**src/rtl/vga_timing_pkg.sv**
```systemverilog
// vga_timing_pkg: shared VGA raster timing definitions.
//   - vga_timing_t          : one complete horizontal/vertical segment set
//   - VGA_384X525           : 384x525 total raster, 12 MHz pixel clock
//   - VGA_640X480           : 640x480 visible, 800x525 total, 25.175 MHz
//   - clog2()               : ceiling log2, usable in constant expressions
//   - h_total()/v_total()   : sum of the four segments of one axis
package vga_timing_pkg;

  typedef struct packed {
    int unsigned h_active;
    int unsigned h_fp;
    int unsigned h_sync;
    int unsigned h_bp;
    int unsigned v_active;
    int unsigned v_fp;
    int unsigned v_sync;
    int unsigned v_bp;
  } vga_timing_t;

  localparam vga_timing_t VGA_384X525 = '{
    h_active: 305, h_fp: 10, h_sync: 46, h_bp: 23,
    v_active: 480, v_fp: 10, v_sync: 2,  v_bp: 33
  };
  localparam int unsigned VGA_384X525_PCLK_HZ = 12_000_000;

  localparam vga_timing_t VGA_640X480 = '{
    h_active: 640, h_fp: 16, h_sync: 96, h_bp: 48,
    v_active: 480, v_fp: 10, v_sync: 2,  v_bp: 33
  };
  localparam int unsigned VGA_640X480_PCLK_HZ = 25_175_000;

  function automatic int unsigned clog2(input int unsigned n);
    int unsigned r;
    int unsigned v;
    r = 0;
    v = (n > 0) ? n - 1 : 0;
    while (v > 0) begin
      r = r + 1;
      v = v >> 1;
    end
    return r;
  endfunction

  function automatic int unsigned h_total(input int unsigned active, input int unsigned fp,
                                          input int unsigned sync, input int unsigned bp);
    return active + fp + sync + bp;
  endfunction

  function automatic int unsigned v_total(input int unsigned active, input int unsigned fp,
                                          input int unsigned sync, input int unsigned bp);
    return active + fp + sync + bp;
  endfunction

endpackage

```
**src/rtl/vga_pix_ce_div.sv**
```systemverilog
// vga_pix_ce_div: integer prescaler producing one advance per CLK_DIV enabled cycles.
//   clk_i  : clock
//   rst_i  : synchronous active-high reset (counter to 0)
//   en_i   : count enable; low holds the count
//   adv_o  : combinational, high on the enabled cycle where the count is CLK_DIV-1
module vga_pix_ce_div
  import vga_timing_pkg::*;
#(
  parameter int unsigned CLK_DIV = 1
) (
  input  logic clk_i,
  input  logic rst_i,
  input  logic en_i,
  output logic adv_o
);

  localparam int unsigned CW = (CLK_DIV > 1) ? clog2(CLK_DIV) : 1;
  localparam logic [CW-1:0] LAST = CW'(CLK_DIV - 1);

  logic [CW-1:0] cnt_q, cnt_d;

  always_comb begin
    adv_o = en_i && (cnt_q == LAST);
    cnt_d = cnt_q;
    if (en_i) begin
      cnt_d = adv_o ? '0 : cnt_q + 1'b1;
    end
  end

  always_ff @(posedge clk_i) begin
    if (rst_i) cnt_q <= '0;
    else       cnt_q <= cnt_d;
  end

endmodule

```
**src/rtl/vga_timing_gen.sv**
```systemverilog
// vga_timing_gen: parametrised VGA raster timing generator.
//   CLK, RST      : clock, synchronous active-high reset
//   en            : run enable; low freezes all timing state
//   pix_ce        : one-CLK pulse following each pixel advance
//   h_counter     : pixel column 0..H_TOTAL-1
//   v_counter     : line 0..V_TOTAL-1
//   hsync, vsync  : sync pulses, asserted level set by *_SYNC_POL
//   visible_range : inside the active area
//   line_start    : pulse in the pix_ce cycle of column 0
//   frame_start   : pulse in the pix_ce cycle of (0,0)
//   frame_count   : completed frames, wrapping
// All outputs are registered from the same next-state values, so they are
// mutually aligned with the counters they describe.
module vga_timing_gen
  import vga_timing_pkg::*;
#(
  parameter int unsigned H_ACTIVE   = VGA_384X525.h_active,
  parameter int unsigned H_FP       = VGA_384X525.h_fp,
  parameter int unsigned H_SYNC     = VGA_384X525.h_sync,
  parameter int unsigned H_BP       = VGA_384X525.h_bp,
  parameter int unsigned V_ACTIVE   = VGA_384X525.v_active,
  parameter int unsigned V_FP       = VGA_384X525.v_fp,
  parameter int unsigned V_SYNC     = VGA_384X525.v_sync,
  parameter int unsigned V_BP       = VGA_384X525.v_bp,
  parameter bit          H_SYNC_POL = 1'b0,
  parameter bit          V_SYNC_POL = 1'b0,
  parameter int unsigned CLK_DIV    = 1,
  parameter int unsigned H_BITS     = 10,
  parameter int unsigned V_BITS     = 10,
  parameter int unsigned FRAME_BITS = 8
) (
  input  logic                  CLK,
  input  logic                  RST,
  input  logic                  en,
  output logic                  pix_ce,
  output logic [H_BITS-1:0]     h_counter,
  output logic [V_BITS-1:0]     v_counter,
  output logic                  hsync,
  output logic                  vsync,
  output logic                  visible_range,
  output logic                  line_start,
  output logic                  frame_start,
  output logic [FRAME_BITS-1:0] frame_count
);

  localparam int unsigned H_TOTAL  = h_total(H_ACTIVE, H_FP, H_SYNC, H_BP);
  localparam int unsigned V_TOTAL  = v_total(V_ACTIVE, V_FP, V_SYNC, V_BP);
  localparam int unsigned HS_START = H_ACTIVE + H_FP;
  localparam int unsigned HS_END   = HS_START + H_SYNC;
  localparam int unsigned VS_START = V_ACTIVE + V_FP;
  localparam int unsigned VS_END   = VS_START + V_SYNC;

  // One extra bit so bounds equal to 2^BITS still compare correctly.
  localparam logic [H_BITS:0]   H_ACT_W    = (H_BITS+1)'(H_ACTIVE);
  localparam logic [H_BITS:0]   HS_START_W = (H_BITS+1)'(HS_START);
  localparam logic [H_BITS:0]   HS_END_W   = (H_BITS+1)'(HS_END);
  localparam logic [V_BITS:0]   V_ACT_W    = (V_BITS+1)'(V_ACTIVE);
  localparam logic [V_BITS:0]   VS_START_W = (V_BITS+1)'(VS_START);
  localparam logic [V_BITS:0]   VS_END_W   = (V_BITS+1)'(VS_END);
  localparam logic [H_BITS-1:0] H_LAST     = H_BITS'(H_TOTAL - 1);
  localparam logic [V_BITS-1:0] V_LAST     = V_BITS'(V_TOTAL - 1);

  if (CLK_DIV < 1) begin : g_bad_div
    $fatal(1, "vga_timing_gen: CLK_DIV must be >= 1");
  end
  if (H_SYNC < 1 || V_SYNC < 1 || H_ACTIVE < 1 || V_ACTIVE < 1) begin : g_bad_seg
    $fatal(1, "vga_timing_gen: H_SYNC, V_SYNC, H_ACTIVE, V_ACTIVE must be >= 1");
  end
  if ((64'd1 << H_BITS) < 64'(H_TOTAL)) begin : g_bad_hbits
    $fatal(1, "vga_timing_gen: H_BITS too small for H_TOTAL");
  end
  if ((64'd1 << V_BITS) < 64'(V_TOTAL)) begin : g_bad_vbits
    $fatal(1, "vga_timing_gen: V_BITS too small for V_TOTAL");
  end

  logic adv;

  vga_pix_ce_div #(
    .CLK_DIV(CLK_DIV)
  ) u_div (
    .clk_i(CLK),
    .rst_i(RST),
    .en_i (en),
    .adv_o(adv)
  );

  logic [H_BITS-1:0]     h_q, h_d;
  logic [V_BITS-1:0]     v_q, v_d;
  logic                  hs_q, hs_d, vs_q, vs_d, vis_q, vis_d;
  logic                  pce_q, pce_d, ls_q, ls_d, fs_q, fs_d;
  logic [FRAME_BITS-1:0] fc_q, fc_d;
  // Set by reset; the frame reached by the first advance is not counted.
  logic                  first_q, first_d;

  always_comb begin
    h_d     = h_q;
    v_d     = v_q;
    hs_d    = hs_q;
    vs_d    = vs_q;
    vis_d   = vis_q;
    fc_d    = fc_q;
    first_d = first_q;
    pce_d   = adv;
    ls_d    = 1'b0;
    fs_d    = 1'b0;
    if (adv) begin
      if (h_q == H_LAST) begin
        h_d = '0;
        v_d = (v_q == V_LAST) ? '0 : v_q + 1'b1;
      end else begin
        h_d = h_q + 1'b1;
      end
      hs_d  = (({1'b0, h_d} >= HS_START_W) && ({1'b0, h_d} < HS_END_W)) ? H_SYNC_POL : ~H_SYNC_POL;
      vs_d  = (({1'b0, v_d} >= VS_START_W) && ({1'b0, v_d} < VS_END_W)) ? V_SYNC_POL : ~V_SYNC_POL;
      vis_d = ({1'b0, h_d} < H_ACT_W) && ({1'b0, v_d} < V_ACT_W);
      ls_d  = (h_d == '0);
      fs_d  = (h_d == '0) && (v_d == '0);
      if (fs_d && !first_q) fc_d = fc_q + 1'b1;
      first_d = 1'b0;
    end
  end

  always_ff @(posedge CLK) begin
    if (RST) begin
      h_q     <= H_LAST;
      v_q     <= V_LAST;
      hs_q    <= ~H_SYNC_POL;
      vs_q    <= ~V_SYNC_POL;
      vis_q   <= 1'b0;
      pce_q   <= 1'b0;
      ls_q    <= 1'b0;
      fs_q    <= 1'b0;
      fc_q    <= '0;
      first_q <= 1'b1;
    end else begin
      h_q     <= h_d;
      v_q     <= v_d;
      hs_q    <= hs_d;
      vs_q    <= vs_d;
      vis_q   <= vis_d;
      pce_q   <= pce_d;
      ls_q    <= ls_d;
      fs_q    <= fs_d;
      fc_q    <= fc_d;
      first_q <= first_d;
    end
  end

  assign pix_ce        = pce_q;
  assign h_counter     = h_q;
  assign v_counter     = v_q;
  assign hsync         = hs_q;
  assign vsync         = vs_q;
  assign visible_range = vis_q;
  assign line_start    = ls_q;
  assign frame_start   = fs_q;
  assign frame_count   = fc_q;

endmodule

```
**config.mk**
```make
export PLATFORM = sky130hd
export DESIGN_NAME = vga_timing_gen
export DESIGN_NICKNAME = d
export VERILOG_FILES = /design/src/rtl/vga_timing_pkg.sv /design/src/rtl/vga_pix_ce_div.sv /design/src/rtl/vga_timing_gen.sv
export SDC_FILE = /design/constraint.sdc
export NUM_CORES = 1
export LEC_CHECK = 0
export ABC_CLOCK_PERIOD_IN_PS = 6950
export CORE_MARGIN = 4
export CORE_UTILIZATION = 40
export DETAILED_ROUTE_END_ITERATION = 8
export SLEW_MARGIN = 20
export SYNTH_ARGS = -nofsm -noshare
export SYNTH_HDL_FRONTEND = slang
export SYNTH_HIERARCHICAL = 1
export SYNTH_SLANG_ARGS = --single-unit
export TNS_END_PERCENT = 10
```
**constraint.sdc**
```tcl
create_clock -name CLK -period 6.95 [get_ports CLK]
set_input_delay 1.39 -clock CLK [delete_from_list [all_inputs] [get_ports CLK]]
set_output_delay 1.39 -clock CLK [all_outputs]
set_load 0.005 [all_outputs]
```
# Word-level counts from Yosys, hierarchy flattened
# Index checks and enable logic that the tools add are counted.
# W data, S select, Z words.
totals:
  regBits: 36
  out_inout_bits: 34
  input_bits: 3
  wordCells: 44
classes:
  add_sub_neg: 4
  muxes: 8
  order_cmp: 6
  eq_ne: 2
  reduce_logical: 11
  bitwise_logic: 2
ops:
  columns: ["cell", "count"]
  rows:
  - ["$mux W10", 5]
  - ["$lt A10 B9 Y1 const B", 4]
  - ["$add A10 B1 Y10 const B", 2]
  - ["$ge A10 B9 Y1 const B", 2]
  - ["$logic_not A10 Y1", 2]
  - ["$eq A10 B10 Y1 const B", 1]
  - ["$eq A10 B9 Y1 const B", 1]
  - ["$add A8 B1 Y8 const B", 1]
  - ["$logic_and A1 B1 Y1", 6]
  - ["$mux W1", 3]
  - ["$not A1 Y1", 2]
  - ["$reduce_and A2 Y1", 1]
  - ["$reduce_or A2 Y1", 1]
  - ["$add A1 B1 Y1 const B", 1]
  - ["$logic_not A1 Y1", 1]

# Logic depth before layout (Yosys ltp)
# Gate-level depths: netlist (run 1).
depth:
  word_depth: 8
  mapped_depth: 11
  ltp_nobuf: 9

# By module
# Netlist (run 1), hierarchy kept.
modules_own_cells:
  columns: ["mod", "cells_per_inst", "area_each_um2", "n_inst", "seq_area_each_um2"]
  rows:
  - ["vga_timing_gen", 310, 2341.0, 1, 700.7]
  - ["vga_pix_ce_div", 3, 41.3, 1, 20.0]

# Worst setup path after synthesis (run 1)
# Ideal clock, no wire load.
synth_timing:
  path_type: "reg2reg"
  startpoint: "register v_q[6], in the netlist v_counter[6]"
  endpoint: "register fc_q[5], in the netlist frame_count[5]"
  setup_ps: 121
  t_arrival_ps: 2783
  required_ps: 6829
  n_path_buf: 2
  period_less_slack_ps: 2904
  path_stages_with_launch: 10
  setup_slack_ps: 4046
  path_cell_list: "dfxtp_1 -> buf_6 -> or4b_4 -> or4_4 -> a211o_1 -> a22oi_2 -> o2111ai_2 -> buf_6 -> nor3_1 -> mux2_2"
synth_between:
  elab_chain_len: 8
  elab_cells_between_ends: 9
  classes_between: "add/sub (1); eq/ne (1); mux (3); reduce/logical (4)"
synth_lines:
  columns: ["element", "line_no", "source"]
  rows:
  - ["start: declaration", "vga_timing_gen.sv:88", "logic [V_BITS-1:0] v_q, v_d;"]
  - ["start signal: assignment", "vga_timing_gen.sv:137", "v_q <= v_d;"]
  - ["$add A10 B1 Y10 or $eq A10 B10 Y1 (tied branches)", "vga_timing_gen.sv:109", "v_d = (v_q == V_LAST) ? '0 : v_q + 1'b1;"]
  - ["$mux W10", "vga_timing_gen.sv:109", null]
  - ["$mux W10 (*)", "vga_timing_gen.sv:107", "if (h_q == H_LAST) begin"]
  - ["$mux W10 (*)", "vga_timing_gen.sv:106", "if (adv) begin"]
  - ["$logic_not A10 Y1 (*)", "vga_timing_gen.sv:117", "fs_d = (h_d == '0) && (v_d == '0);"]
  - ["$logic_and A1 B1 Y1 (*)", "vga_timing_gen.sv:117", null]
  - ["$logic_and A1 B1 Y1 (*)", "vga_timing_gen.sv:118", "if (fs_d && !first_q) fc_d = fc_q + 1'b1;"]
  - ["$reduce_and A2 Y1 (no source line) (*)", null, null]
  - ["end signal: assignment", "vga_timing_gen.sv:133", "fc_q <= '0;"]
  - ["end signal: assignment", "vga_timing_gen.sv:144", "fc_q <= fc_d;"]
  - ["end: declaration", "vga_timing_gen.sv:91", "logic [FRAME_BITS-1:0] fc_q, fc_d;"]
# Mark *: on every way between the ends. The rest lies on a longest branch, timed or not. The select of a mux whose other input is x is not followed.
# A chain may end at the register's enable or synchronous reset.

# Worst setup path in the final report (run 1)
layout_timing:
  startpoint: "register h_q[0], in the netlist h_counter[0]"
  endpoint: "register fc_q[5], in the netlist frame_count[5]"
layout_between:
  elab_chain_len: 7
  elab_cells_between_ends: 11
  classes_between: "add/sub (1); eq/ne (1); mux (4); reduce/logical (5)"
layout_lines:
  columns: ["element", "line_no", "source"]
  rows:
  - ["start: declaration", "vga_timing_gen.sv:87", "logic [H_BITS-1:0] h_q, h_d;"]
  - ["start signal: assignment", "vga_timing_gen.sv:125", "h_q <= H_LAST;"]
  - ["start signal: assignment", "vga_timing_gen.sv:136", "h_q <= h_d;"]
  - ["$add A10 B1 Y10 or $eq A10 B9 Y1 (tied branches)", "vga_timing_gen.sv:111, vga_timing_gen.sv:107", null]
  - ["$mux W10", "vga_timing_gen.sv:107", null]
  - ["$mux W10", "vga_timing_gen.sv:106", null]
  - ["$logic_not A10 Y1", "vga_timing_gen.sv:117", null]
  - ["$logic_and A1 B1 Y1 (*)", "vga_timing_gen.sv:117", null]
  - ["$logic_and A1 B1 Y1 (*)", "vga_timing_gen.sv:118", null]
  - ["$reduce_and A2 Y1 (no source line) (*)", null, null]
# Marks and branches as above.

==> results of run 1 <==
[cell usage after synthesis, types with 3 or more instances]
library cell	count	area (um2)
xnor2_1	4	35.0
ha_1	6	75.1
o21ai_0	15	75.1
nor2_1	32	120
xor2_1	8	70.1
clkbuf_1	20	75.1
nand2_1	25	93.8
and3_1	7	43.8
o31ai_1	3	22.5
o22ai_1	7	43.8
nand4_1	10	62.6
nand2b_1	8	50.1
nor2b_1	7	43.8
nand3_1	13	65.1
or4_1	4	30.0
nor4_1	5	31.3
a21oi_1	17	85.1
o21bai_1	3	22.5
and4b_1	3	30.0
nor3_1	11	55.1
a31oi_1	8	50.1
a211o_1	4	35.0
dfxtp_1	36	721
or3_1	6	37.5
inv_1	12	45.0
[worst max-delay path: stages (launching register included)]
cell	delay (ns)
dfxtp_1	0.51
ha_1	0.52
nand2_1	0.21
or4_1	0.79
a211o_1	0.36
a22oi_2	0.21
o2111ai_2	0.32
nor3_1	0.28
mux2_2	0.35
[worst paths after layout]
check | from | endpoint | slack (ns) | cells past startpoint
setup reg to reg | h_counter[0] | frame_count[5] | 3.29 | 8
hold reg to reg | first_q | first_q | 0.46 | 1
hold / removal | first_q | first_q | 0.46 | 1
setup / recovery | h_counter[0] | frame_count[5] | 3.29 | 8
[area by class of cell]
cell class	count	area [um2]
Clock buffer	5	68.8
Multi-Input combinational cell	240	1510
Clock inverter	3	23.8
Timing Repair Buffer	38	375
Inverter	14	52.6
Tap cell	72	90.1
Fill cell	565	2800
Sequential cell	36	721
[per-layer routing]
metal	track usage (%)	vias to the layer above	wire [um]
li1	-	1190	-
met1	23.7	1100	2980
met2	27.5	45	2760
met3	3.40	6	207
met4	4.03	0	58
met5	0	-	0
[stage by stage]
step,util (%),cell area [um2]
floorplan,-,2380
global placement,48.7,2750
detailed placement,48.7,2750
CTS,50.3,2840
global route,50.3,2840
finish,50.3,2840
[power groups by stage]
stage | clock [mW] | combinational, mW | sequential [mW]
2_1_floorplan | 0 | 0.147 | 0.235
3_3_place_gp | 0 | 0.184 | 0.254
3_5_place_dp | 0 | 0.186 | 0.255
4_1_cts | 0.161 | 0.187 | 0.250
5_1_grt | 0.169 | 0.209 | 0.255
6_report | 0.155 | 0.186 | 0.250
[kinds of logic (layout without fill, tap and decap cells)]
family	count (synthesis)	count (layout)	synth area share [%]
AO/OA/AOI/OAI	75	75	21.6
XOR/XNOR	12	12	4.41
AND/OR/NAND/NOR	144	144	32.7
multiplexers	3	3	1.37
flip-flops	36	36	30.3
adder cells (fa/ha/maj)	6	6	3.15
buffers and inverters	37	60	6.46
==> run metrics, run 1 <==
Synth Instances 313; CP required 7.14 ns; Top Ports 37; Post-Layout Cell Count 408; diode count 0; hold_buf cts 0; Total GRT Usage 17.2%; RSZ-0062 raised after global routing no; Max Transition Viols Final 0; Clk pwr share 26.2%; HPWL after DPL 4190 um; Final WS setup 3.29 ns; CP max FO 15; total core area 5640 um2; CTS root buffer clkbuf_8; Ys Warns 6; Row Count 27; crit path DAT 3.85 ns; Hold WC Path Type flop to flop; FMAX 273 MHz; dpl ws 3.23 ns; First-pass DRT Iterations 4; Max Clock Skew 0.00753 ns; Cell Pwr Density 208 nW/um2; placed insts 400; Final Routed Wirelength 6010 um; Via density 5.74; Yosys cell types 56; clk slew on worst S/H paths 0.08 ns; crit share post-route 52.7%; cell area after synthesis 2380 um2; Synth Flop Type dfxtp_1; layout cells sized above 1 6.25%; final setup vio count 0; Die H 85.2 um; MaxCap Viol Count 0; area delta synth->final 19.2%; vias in the first global route 2124; sequential power share 42.3%; final setup TNS 0 ns; relative slew slack 33.2%; Comb power frac 31.5%; startpoint types flop; Final Hold Viols 0; Net Switching 218 uW; syn avg cell area 7.61 um2; first-pass GRT wire length 10400 um; Routed WL per cell 14.7 um; leakage 1.06 nW; CTS Sinks 36; ys async rst share 0%; # Post-CTS Setup Buffers 0; Switching Share 36.9%; DR vias 2341; Tmin final 3.66 ns; VDD IR-drop max 0.0896 mV; width of the die 85.2 um; Internal Pwr Total 373 uW; total CTS buffers 5; quantity of gates resized following cts 0; Final nets 344; total gr overflow 0; CTS tree yes; total design power 592 uW; Initial Util 42.2%; Post-Syn Nets 322; hold_ws 0.455 ns; GPL Wtd Cong 0.836; post-synthesis sequential element count 36; CP endpoint kind flop; most frequent cells in the layout dfxtp_1 (36), clkdlybuf4s50_1 (36), nor2_1 (32), nand2_1 (25), a21oi_1 (17); Post-synth EDFFs 0; drt drc 0; Seq/Total Area, Yosys 30.3%; Die ar. 7250 um2; 1st-iter DRT viols 101; CTS max path bufs 2; Worst-Margin Slew 0.993 ns; antenna-violating nets left 0; status complete, no violations; antenna violations before repair 0; IO Port Bufs 36; Crit Path Class flop to flop; largest net degree at the start of global routing 40; CTS HTree Levels 2; worst-skew pair later-pin latency 0.29 ns
Note: power is estimated with default switching activity, not from simulation.
==> run 2, diff against run 1 <==
--- a/config.mk
+++ b/config.mk
@@ -5,7 +5,7 @@
 export SDC_FILE = /design/constraint.sdc
 export NUM_CORES = 1
 export LEC_CHECK = 0
-export ABC_CLOCK_PERIOD_IN_PS = 6950
+export ABC_CLOCK_PERIOD_IN_PS = 3150
 export CORE_MARGIN = 4
 export CORE_UTILIZATION = 40
 export DETAILED_ROUTE_END_ITERATION = 8
==> constraint.sdc (replaced) <==
create_clock -name CLK -period 3.15 [get_ports CLK]
set_input_delay 0.63 -clock CLK [delete_from_list [all_inputs] [get_ports CLK]]
set_output_delay 0.63 -clock CLK [all_outputs]
set_load 0.005 [all_outputs]
==> run 2 against run 1 <==
Net effect:
- global-route usage is 0.60 points higher
- clock power rose by 130%
- total power rose by 130%
- sequential share of layout area down 1.5 points
- die area is the same
- clock skew grew 0.0032 ns
- critical endpoint unchanged
- count of clock-buffer cells in the layout rose by 1
- sequential power increased by 110%
- cell area is 6.4% higher
- critical path type unchanged
- fmax up 27%
- register-to-register slack got worse by 3.0 ns
- via count up 4.6%
- largest cell class unchanged
==> run metrics, run 2 (synthesis results as in run 1) <==
worst hold stages 1 (unchanged); Final Routed Wirelength 6280 um (+4.5%); Reg-to-Reg Start v_counter[8]; crit share post-route 91.7% (+39 points); met3 wire length 233 um (+13%); met2 wire len 2960 um (+7.2%); antenna-violating nets left 0 (unchanged); MaxCap Viol Count 0 (unchanged); hold_buf cts 0 (unchanged); Max Clock Skew 0.0107 ns (+0.00319 ns); GPL Wtd Cong 0.890 (+6.4%); Total GRT Usage 17.8% (+0.60 points); Final Hold Viols 0 (unchanged); most frequent cells in the layout dfxtp_1 (36), clkdlybuf4s50_1 (36), nor2_1 (32), nand2_1 (25), buf_4 (24); Cell Pwr Density 457 nW/um2 (+120%); total design power 1.38 mW (+130%); Die H 85.2 um (unchanged); worst reg2reg setup slack 0.26 ns (-3.03 ns); Routed WL per cell 14.6 um (-0.85%); CTS Sinks 36 (unchanged); relative slew slack 62.8% (+30 points); IO Port Bufs 36 (unchanged); CTS max path bufs 2 (unchanged); Top Ports 37 (unchanged); total CTS buffers 5 (unchanged); Via density 5.70 (-0.74%); clk slew on worst S/H paths 0.08 ns (about the same); leakage 1.17 nW (+10%); DR vias 2449 (+4.6%); Max Used Layer met4; area delta synth->final 26.8%; status complete, no violations; width of the die 85.2 um (unchanged); Initial Util 42.2% (unchanged); Hold WC Path Type flop to flop; CP required 3.34 ns (-3.80 ns); Reg2Reg Capture Point frame_count[5]; HPWL after DPL 4520 um (+7.9%); final setup vio count 0 (unchanged); hold wc startpoint first_q; WHS Endpoint first_q; Max Transition Viols Final 0 (unchanged); drt drc 0 (unchanged); antenna violations before repair 0 (unchanged); Tmin final 2.89 ns (-0.772 ns); CTS tree yes; CTS root buffer clkbuf_8; CP max FO 12 (-3); worst-skew pair later-pin latency 0.30 ns (about the same); reg2reg path depth 7 (-1); total gr overflow 0 (unchanged); Crit Path Class flop to flop; 1st-iter DRT viols 79 (-22%); largest net degree at the start of global routing 20 (-50%); RSZ-0062 raised after global routing no; Row Count 27 (unchanged); crit path DAT 3.08 ns (-0.77 ns); Die ar. 7250 um2 (unchanged); final setup TNS 0 ns (unchanged); startpoint types flop; DRT met1 WL 2990 um (+0.27%); diode count 0 (unchanged); # Post-CTS Setup Buffers 0 (unchanged); layout cells sized above 1 12.0% (+5.8 points); total core area 5640 um2 (unchanged); first-pass GRT wire length 10600 um (+2.2%); FMAX 346 MHz (+27%); Final nets 366 (+6.4%); CP endpoint kind flop; Worst-Margin Slew 0.556 ns (-0.437 ns); vias in the first global route 2261 (+6.5%); VDD IR-drop max 0.215 mV (+140%); CTS HTree Levels 2 (unchanged); First-pass DRT Iterations 4 (unchanged)
## run 2: changes by cell type in the layout (fill, tap and decap cells not counted), sizes merged
| cell | previous run | this run |
|---|---|---|
| buf | 2 | 24 |
| clkbuf | 5 | 6 |
| clkinv | 3 | 2 |
## run 2: where the power goes
part / switching, mW / leakage, nW / internal, mW
Combinational: 0.278 / 0.829 / 0.233
Sequential: 0.0315 / 0.293 / 0.482
Clock: 0.180 / 0.0434 / 0.177
## run 2: layout make-up
cell class                 instances  area [um2]
clock buffer                       6        82.6
clock inverter                     2        15.0
fill                             571        2620
inverter                          14        52.6
multi-input combinational        240        1520
sequential                        36         721
tap                               72        90.1
timing repair buffer              60         541
## run 2: stage by stage
stage	std cells	setup slack, ns	cell area, um2	util [%]	hold WS [ns]
finish	430	0.261	3020	53.5	0.456
global placement	422	0.229	2910	51.6	0.429
floorplan	313	0.246	2380	-	0.422
CTS	430	0.187	3010	53.3	0.457
detailed placement	422	0.191	2910	51.6	0.439
global route	430	0.0784	3020	53.5	0.488
## run 2: routing by layer
layer,global-route usage [%],up-vias
met5,0,-
met4,6.62,0
met3,3.20,9
met2,28.0,59
met1,24.1,1151
li1,-,1230
## run 2: how the worst max path moves through the flow
stage / start / to / cells past startpoint
detailed placement: v_counter[8] / frame_count[5] / 7
global route: v_counter[8] / frame_count[5] / 7
global placement: v_counter[8] / frame_count[5] / 7
CTS: v_counter[8] / frame_count[5] / 7
floorplan: v_counter[6] / frame_count[5] / 9
finish: v_counter[8] / frame_count[5] / 7
## run 2: timing repair
item	4_1_cts	5_1_grt
endpoints found under the hold margin	0	0
resized for setup	0	1
setup endpoints to repair	0	1
## run 2: critical path, stage by stage (launching register included)
cell and delay [ns]:
dfxtp_1 0.37, or4b_4 0.52, or4_4 0.51, a211o_1 0.31
a22oi_2 0.23, o2111ai_4 0.25, nor3_1 0.24, mux2_2 0.35
==> run 3, diff against run 2 <==
--- a/config.mk
+++ b/config.mk
@@ -6,6 +6,7 @@
 export NUM_CORES = 1
 export LEC_CHECK = 0
 export ABC_CLOCK_PERIOD_IN_PS = 3150
+export CAP_MARGIN = 20
 export CORE_MARGIN = 4
 export CORE_UTILIZATION = 40
 export DETAILED_ROUTE_END_ITERATION = 8
==> results of run 3 <==
Same layout as run 2: the final DEF is identical, and so are final timing and power.
